===== config.mk =====
export PLATFORM = sky130hd
export DESIGN_NAME = mips_muldiv_unit
export DESIGN_NICKNAME = d
export VERILOG_FILES = /design/src/rtl/mips_muldiv_unit.sv
export SDC_FILE = /design/constraint.sdc
export NUM_CORES = 1
export LEC_CHECK = 0
export BUFFER_PORTS_ARGS = -buffer_cell sky130_fd_sc_hd__buf_2
export CAP_MARGIN = 20
export CORE_MARGIN = 3
export CORE_UTILIZATION = 45
export DETAILED_ROUTE_END_ITERATION = 16
export PLACE_DENSITY = 0.62
export SLEW_MARGIN = 20
export SYNTH_ARGS = -nofsm -noshare
export SYNTH_HDL_FRONTEND = slang
export SYNTH_SLANG_ARGS = --single-unit

===== constraint.sdc =====
create_clock -name clk -period 4.9 [get_ports clk]
set_clock_uncertainty 0.15 [all_clocks]
set_input_delay 0.245 -clock clk [delete_from_list [all_inputs] [get_ports clk]]
set_output_delay 0.245 -clock clk [all_outputs]
set_load 0.02 [all_outputs]

===== src/rtl/mips_muldiv_unit.sv =====
// mips_muldiv_unit
//   Multi-cycle multiply/divide unit that owns the architectural HI/LO
//   registers. It uses a WIDTH-iteration shift-add multiplier and a
//   restoring divider. Signed operations run on magnitudes, and the sign is
//   fixed up in a final FIX cycle.
//
// Ports
//   clk      : system clock, rising edge
//   reset_n  : asynchronous active-low reset
//   start    : launch an operation (sampled only while idle)
//   op       : 00 MULTU, 01 MULT, 10 DIVU, 11 DIV (sampled with start)
//   rs_data  : multiplicand / dividend; also the MTHI/MTLO source
//   rt_data  : multiplier / divisor
//   mthi     : write rs_data to HI (idle only; start takes priority)
//   mtlo     : write rs_data to LO (idle only; start takes priority)
//   hi, lo   : HI/LO registers (product high/low, or remainder/quotient)
//   busy     : operation in flight
//   done     : one-cycle pulse in the first cycle hi/lo show a new result
//
// Optional feature: define MULDIV_EARLY_OUT_EN to let multiplies leave RUN
// as soon as the remaining multiplier magnitude is zero.
module mips_muldiv_unit #(
  parameter int unsigned WIDTH = 32
) (
  input  logic             clk,
  input  logic             reset_n,
  input  logic             start,
  input  logic [1:0]       op,
  input  logic [WIDTH-1:0] rs_data,
  input  logic [WIDTH-1:0] rt_data,
  input  logic             mthi,
  input  logic             mtlo,
  output logic [WIDTH-1:0] hi,
  output logic [WIDTH-1:0] lo,
  output logic             busy,
  output logic             done
);

  localparam int unsigned CW = $clog2(WIDTH + 1);

  typedef enum logic [1:0] {IDLE, RUN, FIX} state_t;

  state_t state, state_n;

  logic [1:0]         op_r;
  logic               neg_q;     // negate product / quotient
  logic               neg_r;     // negate remainder (dividend sign)
  logic [2*WIDTH-1:0] acc;       // {upper/remainder, multiplier/quotient}
  logic [WIDTH-1:0]   opnd;      // multiplicand or divisor magnitude
  logic [CW-1:0]      count;
`ifdef MULDIV_EARLY_OUT_EN
  logic [WIDTH-1:0]   mplier;    // remaining multiplier bits
`endif

  logic launch, step, move_ok;

  // Operand magnitudes for launch
  logic             sign_rs, sign_rt;
  logic [WIDTH-1:0] abs_rs, abs_rt;

  always_comb begin
    sign_rs = op[0] & rs_data[WIDTH-1];
    sign_rt = op[0] & rt_data[WIDTH-1];
    abs_rs  = sign_rs ? ('0 - rs_data) : rs_data;
    abs_rt  = sign_rt ? ('0 - rt_data) : rt_data;
  end

  // Next state and control strobes
  always_comb begin
    state_n = state;
    launch  = 1'b0;
    step    = 1'b0;
    move_ok = 1'b0;
    case (state)
      IDLE: begin
        if (start) begin
          launch  = 1'b1;
          state_n = RUN;
        end else begin
          move_ok = 1'b1;
        end
      end
      RUN: begin
`ifdef MULDIV_EARLY_OUT_EN
        // Multiplies exit only on an exhausted multiplier; this also covers
        // the full-width case one edge after the last iteration.
        if (!op_r[1] && mplier == '0) begin
          state_n = FIX;
        end else begin
          step = 1'b1;
          if (op_r[1] && count == CW'(WIDTH - 1)) state_n = FIX;
        end
`else
        step = 1'b1;
        if (count == CW'(WIDTH - 1)) state_n = FIX;
`endif
      end
      FIX:     state_n = IDLE;
      default: state_n = IDLE;
    endcase
  end

  always_ff @(posedge clk or negedge reset_n) begin
    if (!reset_n) state <= IDLE;
    else          state <= state_n;
  end

  assign busy = (state != IDLE);

  // One iteration of multiply or divide
  logic [WIDTH:0]     mul_sum;
  logic [WIDTH:0]     rem_sh;
  logic [WIDTH:0]     diff;
  logic [2*WIDTH-1:0] acc_step;

  always_comb begin
    mul_sum = {1'b0, acc[2*WIDTH-1:WIDTH]} + (acc[0] ? {1'b0, opnd} : '0);
    rem_sh  = {acc[2*WIDTH-1:WIDTH], acc[WIDTH-1]};
    diff    = rem_sh - {1'b0, opnd};
    if (op_r[1]) begin
      if (diff[WIDTH]) acc_step = {rem_sh[WIDTH-1:0], acc[WIDTH-2:0], 1'b0};
      else             acc_step = {diff[WIDTH-1:0],   acc[WIDTH-2:0], 1'b1};
    end else begin
      acc_step = {mul_sum, acc[WIDTH-1:1]};
    end
  end

  // Sign correction for the final write
  logic [2*WIDTH-1:0] prod;
  logic [2*WIDTH-1:0] prod_fix;
  logic [WIDTH-1:0]   quo_fix, rem_fix;
  logic [2*WIDTH-1:0] result;

  always_comb begin
`ifdef MULDIV_EARLY_OUT_EN
    // After k iterations the product sits in the top WIDTH+k bits.
    prod = acc >> (CW'(WIDTH) - count);
`else
    prod = acc;
`endif
    prod_fix = neg_q ? ('0 - prod) : prod;
    quo_fix  = neg_q ? ('0 - acc[WIDTH-1:0]) : acc[WIDTH-1:0];
    rem_fix  = neg_r ? ('0 - acc[2*WIDTH-1:WIDTH]) : acc[2*WIDTH-1:WIDTH];
    result   = op_r[1] ? {rem_fix, quo_fix} : prod_fix;
  end

  always_ff @(posedge clk or negedge reset_n) begin
    if (!reset_n) begin
      op_r   <= '0;
      neg_q  <= 1'b0;
      neg_r  <= 1'b0;
      acc    <= '0;
      opnd   <= '0;
      count  <= '0;
`ifdef MULDIV_EARLY_OUT_EN
      mplier <= '0;
`endif
      hi     <= '0;
      lo     <= '0;
      done   <= 1'b0;
    end else begin
      done <= (state == FIX);
      if (launch) begin
        op_r  <= op;
        neg_q <= sign_rs ^ sign_rt;
        neg_r <= sign_rs;
        count <= '0;
        if (op[1]) begin
          opnd <= abs_rt;
          acc  <= {{WIDTH{1'b0}}, abs_rs};
        end else begin
          opnd <= abs_rs;
          acc  <= {{WIDTH{1'b0}}, abs_rt};
        end
`ifdef MULDIV_EARLY_OUT_EN
        mplier <= abs_rt;
`endif
      end
      if (step) begin
        acc   <= acc_step;
        count <= count + 1'b1;
`ifdef MULDIV_EARLY_OUT_EN
        mplier <= mplier >> 1;
`endif
      end
      if (state == FIX) begin
        hi <= result[2*WIDTH-1:WIDTH];
        lo <= result[WIDTH-1:0];
      end else if (move_ok) begin
        if (mthi) hi <= rs_data;
        if (mtlo) lo <= rs_data;
      end
    end
  end

endmodule


==> qor.yml <==
routed_via_density: 6.13
design.final.nets: 2103
io_buffer_count: 136
endpoint_kind: "register"
tritoncts: "yes"
timing.critical_path.arrival_ns: 4.19
fraction_of_registers_with_async_set_or_reset_after_synthesis: 1.00
outcome: "completed"
num_rows: 66
io-pin-count: 137
grt_util_met1: 0.398
worst_path_clk_slew_ns: 0.07
worstSetupPathType: "register to register"
max_freq_mhz: 249
largest_net_degree_at_the_start_of_global_routing: 81
hpwl_mm: 37.7
gr_ovfl_total: 0
ys_warn_count: 0
fp.coreArea_um2: 32800
post_synth_instance_area_um2: 15100
drc_errors: 0
numCtsBuffers: 17
start_kind: "register"
power.leakage_uw: 0.00694
worst-path-max-fanout: 18
initial_core_util: 0.459
timing_worst_slew_pin_value_ns: 1.14
number_of_antenna_violations_at_the_first_check_in_global_routing: 1
timing.hold.ws_ns: 0.0217
postPlaceCellArea_um2: 16000
numClockSinks: 172
globalRouteTotalUtil: 0.279
detail_route.iter0.violations: 1548
synth_enable_flop_cells: 0
die-area_um2: 35700
first_global_vias: 14200
powerDensity_nw_per_um2: 662
syn_area_per_cell_um2: 7.89
worst_ir_drop_vdd_v: 0.000329
timing.rr.start: "acc[0]"
startpoint: "acc[0]"
synth_sequential_area_ratio: 0.286
chipWidth_um: 189
drive_gt1_frac: 0.112
number_of_vias_in_the_routed_layout: 14799
use_met3: 0.0468
first_pass_iters: 6
timing.critical_path.required_ns: 5.08
grt_first_pass_wirelength_mm: 79.7
grt_most_used_layer: "met2"
use_met2: 0.430
timing.max_cap.violations: 0
period_minus_slack_ns: 4.01
final_hold_viol_count: 0
cells_on_worst_reg2reg_path: 14
synth-seq-cells: 172
clk_path_buf_depth: 2
syn_nets: 2050
worstHoldStart: "rs_data[19]"
worstSkewPairLatency_ns: 0.45
antenna_violating_nets_post_route: 0
cts.htree.levels: 4
top_flip_flop_cell_by_instance_count_after_synthesis: "sky130_fd_sc_hd__dfrtp_1"
antennaDiodeCount: 0
min_delay_path_depth: 3
post-route-cell-area_um2: 16600
hold_path.class: "primary input to register"
fp.dieH_um: 189
synthToLayoutAreaGrowth_pct: 10.3
total_setup_buffers_inserted_after_cts: 0
report.final.setup_viol: 0
min_period_over_period: 0.819
holdBufCountCts: 2
headroom_to_the_max_slew_limit: 0.242
detail_route.wl_per_cell_um: 20.7
synthesis.instances: 1908
report.final.slew_viol_count: 0
totalWireLength_mm: 50.1
synth_cell_type_count: 70
gpl.final_weighted_congestion: 0.993
grt_setup_unrepaired: "false"
cts-resized-gates: 0
tns_ns: 0
clk_root_buffer_cell: "sky130_fd_sc_hd__clkbuf_16"
==> cell families after synthesis <==
| logic type | share of synthesized area |
|---|---|
| xor gates and xnor gates | 0.102 |
| AOI/OAI and AO/OA | 0.241 |
| buffers and inverters | 0.0496 |
| DFF | 0.286 |
| and+or+nand+nor | 0.178 |
| adders and majority gates | 0.0600 |
| muxes | 0.0839 |
==> cell type report <==
cell class | instances | area (um^2)
Clock buffer | 22 | 464
Clock inverter | 10 | 92.6
Timing Repair Buffer | 162 | 900
Sequential cell | 172 | 4310
Multi-Input combinational cell | 1541 | 10000
Fill cell | 3257 | 16200
Tap cell | 442 | 553
Inverter | 67 | 253
==> sequential cells by signal, indices dropped and copies added, names as in the netlist <==
register  flops
opnd         32
state         2
count         6
neg_q         1
acc          64
hi           32
op_r          1
lo           32
done          1
neg_r         1
==> metal layers <==
layer | vias up | share of wire
li1 | 6944 | -
met3 | 110 | 0.071
met2 | 599 | 0.44
met4 | 2 | 0.032
met1 | 7144 | 0.46
met5 | - | 0.00024
==> where the power goes <==
part | leakage, uW | internal [uW] | switching (uW)
sequential | 0.00205 | 1920 | 792
clock | 0.000274 | 728 | 616
combinational | 0.00461 | 2870 | 4060
total | 0.00694 | 5520 | 5460
==> cell usage after synthesis (9+ instances only) <==
cell	instances	area [um^2]
sky130_fd_sc_hd__and2_1	18	113
sky130_fd_sc_hd__nor4_1	23	144
sky130_fd_sc_hd__xnor2_1	113	990
sky130_fd_sc_hd__a21oi_1	147	736
sky130_fd_sc_hd__o211ai_1	13	97.6
sky130_fd_sc_hd__ha_1	69	863
sky130_fd_sc_hd__nor2_1	156	586
sky130_fd_sc_hd__a21o_1	37	278
sky130_fd_sc_hd__inv_1	65	244
sky130_fd_sc_hd__nand2_1	206	773
sky130_fd_sc_hd__nor2b_1	12	75.1
sky130_fd_sc_hd__a22oi_1	22	165
sky130_fd_sc_hd__nand3_1	33	165
sky130_fd_sc_hd__a211oi_1	42	315
sky130_fd_sc_hd__or4_1	9	67.6
sky130_fd_sc_hd__o21ai_0	208	1040
sky130_fd_sc_hd__mux2i_1	124	1240
sky130_fd_sc_hd__dfrtp_1	172	4300
sky130_fd_sc_hd__and3_1	14	87.6
sky130_fd_sc_hd__clkbuf_1	104	390
sky130_fd_sc_hd__nand2b_1	20	125
sky130_fd_sc_hd__buf_1	16	60.1
sky130_fd_sc_hd__nand4_1	15	93.8
sky130_fd_sc_hd__o31ai_1	18	135
sky130_fd_sc_hd__a31oi_1	31	194
sky130_fd_sc_hd__nor3_1	34	170
sky130_fd_sc_hd__xor2_1	60	526
sky130_fd_sc_hd__or3_1	14	87.6
==> metrics by stage <==
step | setup slack (ns) | util | total power (uW) | cells
finish | 0.886 | 0.507 | 11000 | 2416
CTS | 0.894 | 0.506 | 10900 | 2416
detailed placement | 0.938 | 0.489 | 9500 | 2382
floorplan | 1.38 | - | 7670 | 1908
global route | 0.675 | 0.507 | 11900 | 2416
global placement | 0.989 | 0.489 | 9420 | 2382
==> critical path, cell delays in order (launching register included) <==
cell and delay (ns):
sky130_fd_sc_hd__dfrtp_1 0.45, sky130_fd_sc_hd__inv_1 0.40, sky130_fd_sc_hd__buf_4 0.32, sky130_fd_sc_hd__nor2_1 0.08, sky130_fd_sc_hd__ha_1 0.35, sky130_fd_sc_hd__a21o_1 0.20
sky130_fd_sc_hd__a21o_1 0.18, sky130_fd_sc_hd__a21oi_1 0.13, sky130_fd_sc_hd__o221ai_1 0.17, sky130_fd_sc_hd__a21o_1 0.21, sky130_fd_sc_hd__a21o_1 0.22, sky130_fd_sc_hd__a311o_1 0.41
sky130_fd_sc_hd__a21boi_0 0.22, sky130_fd_sc_hd__xnor2_1 0.09, sky130_fd_sc_hd__a221o_1 0.31
==> placed cells by master, fill, tap and decap left out, types with 4 or more instances in the layout <==
| master | count |
|---|---|
| sky130_fd_sc_hd__a21o_1 | 37 |
| sky130_fd_sc_hd__clkinv_2 | 5 |
| sky130_fd_sc_hd__nand2b_1 | 20 |
| sky130_fd_sc_hd__a22oi_1 | 22 |
| sky130_fd_sc_hd__ha_1 | 69 |
| sky130_fd_sc_hd__dfrtp_1 | 171 |
| sky130_fd_sc_hd__nand4_1 | 15 |
| sky130_fd_sc_hd__o21ai_0 | 208 |
| sky130_fd_sc_hd__o21ai_1 | 4 |
| sky130_fd_sc_hd__or4_1 | 9 |
| sky130_fd_sc_hd__and2_1 | 16 |
| sky130_fd_sc_hd__a31o_2 | 4 |
| sky130_fd_sc_hd__xor2_1 | 60 |
| sky130_fd_sc_hd__inv_1 | 65 |
| sky130_fd_sc_hd__nor2_1 | 154 |
| sky130_fd_sc_hd__o21a_1 | 6 |
| sky130_fd_sc_hd__o41ai_1 | 7 |
| sky130_fd_sc_hd__buf_2 | 135 |
| sky130_fd_sc_hd__nand2_1 | 205 |
| sky130_fd_sc_hd__and3_1 | 14 |
| sky130_fd_sc_hd__o21bai_1 | 7 |
| sky130_fd_sc_hd__nor4_1 | 23 |
| sky130_fd_sc_hd__a221oi_1 | 7 |
| sky130_fd_sc_hd__a21oi_1 | 147 |
| sky130_fd_sc_hd__o22ai_1 | 8 |
| sky130_fd_sc_hd__o211ai_1 | 13 |
| sky130_fd_sc_hd__o31ai_1 | 18 |
| sky130_fd_sc_hd__clkbuf_16 | 17 |
| sky130_fd_sc_hd__mux2i_1 | 124 |
| sky130_fd_sc_hd__a211oi_1 | 42 |
| sky130_fd_sc_hd__nor3_1 | 34 |
| sky130_fd_sc_hd__xnor2_1 | 113 |
| sky130_fd_sc_hd__nor2b_1 | 11 |
| sky130_fd_sc_hd__a31oi_1 | 31 |
| sky130_fd_sc_hd__or3_1 | 14 |
| sky130_fd_sc_hd__or2_2 | 4 |
| sky130_fd_sc_hd__o31a_1 | 5 |
| sky130_fd_sc_hd__o221ai_1 | 8 |
| sky130_fd_sc_hd__buf_4 | 23 |
| sky130_fd_sc_hd__nand3_1 | 33 |
==> worst paths after layout <==
path	to	slack (ns)
max	acc[58]	0.89
min	hi[19]	0.02
max reg2reg	acc[58]	0.89
min reg2reg	opnd[6]	0.33
max in group asynchronous	op_r[1]	3.43
min in group asynchronous	lo[24]	0.12
Note: power is estimated with default switching activity, not from simulation.
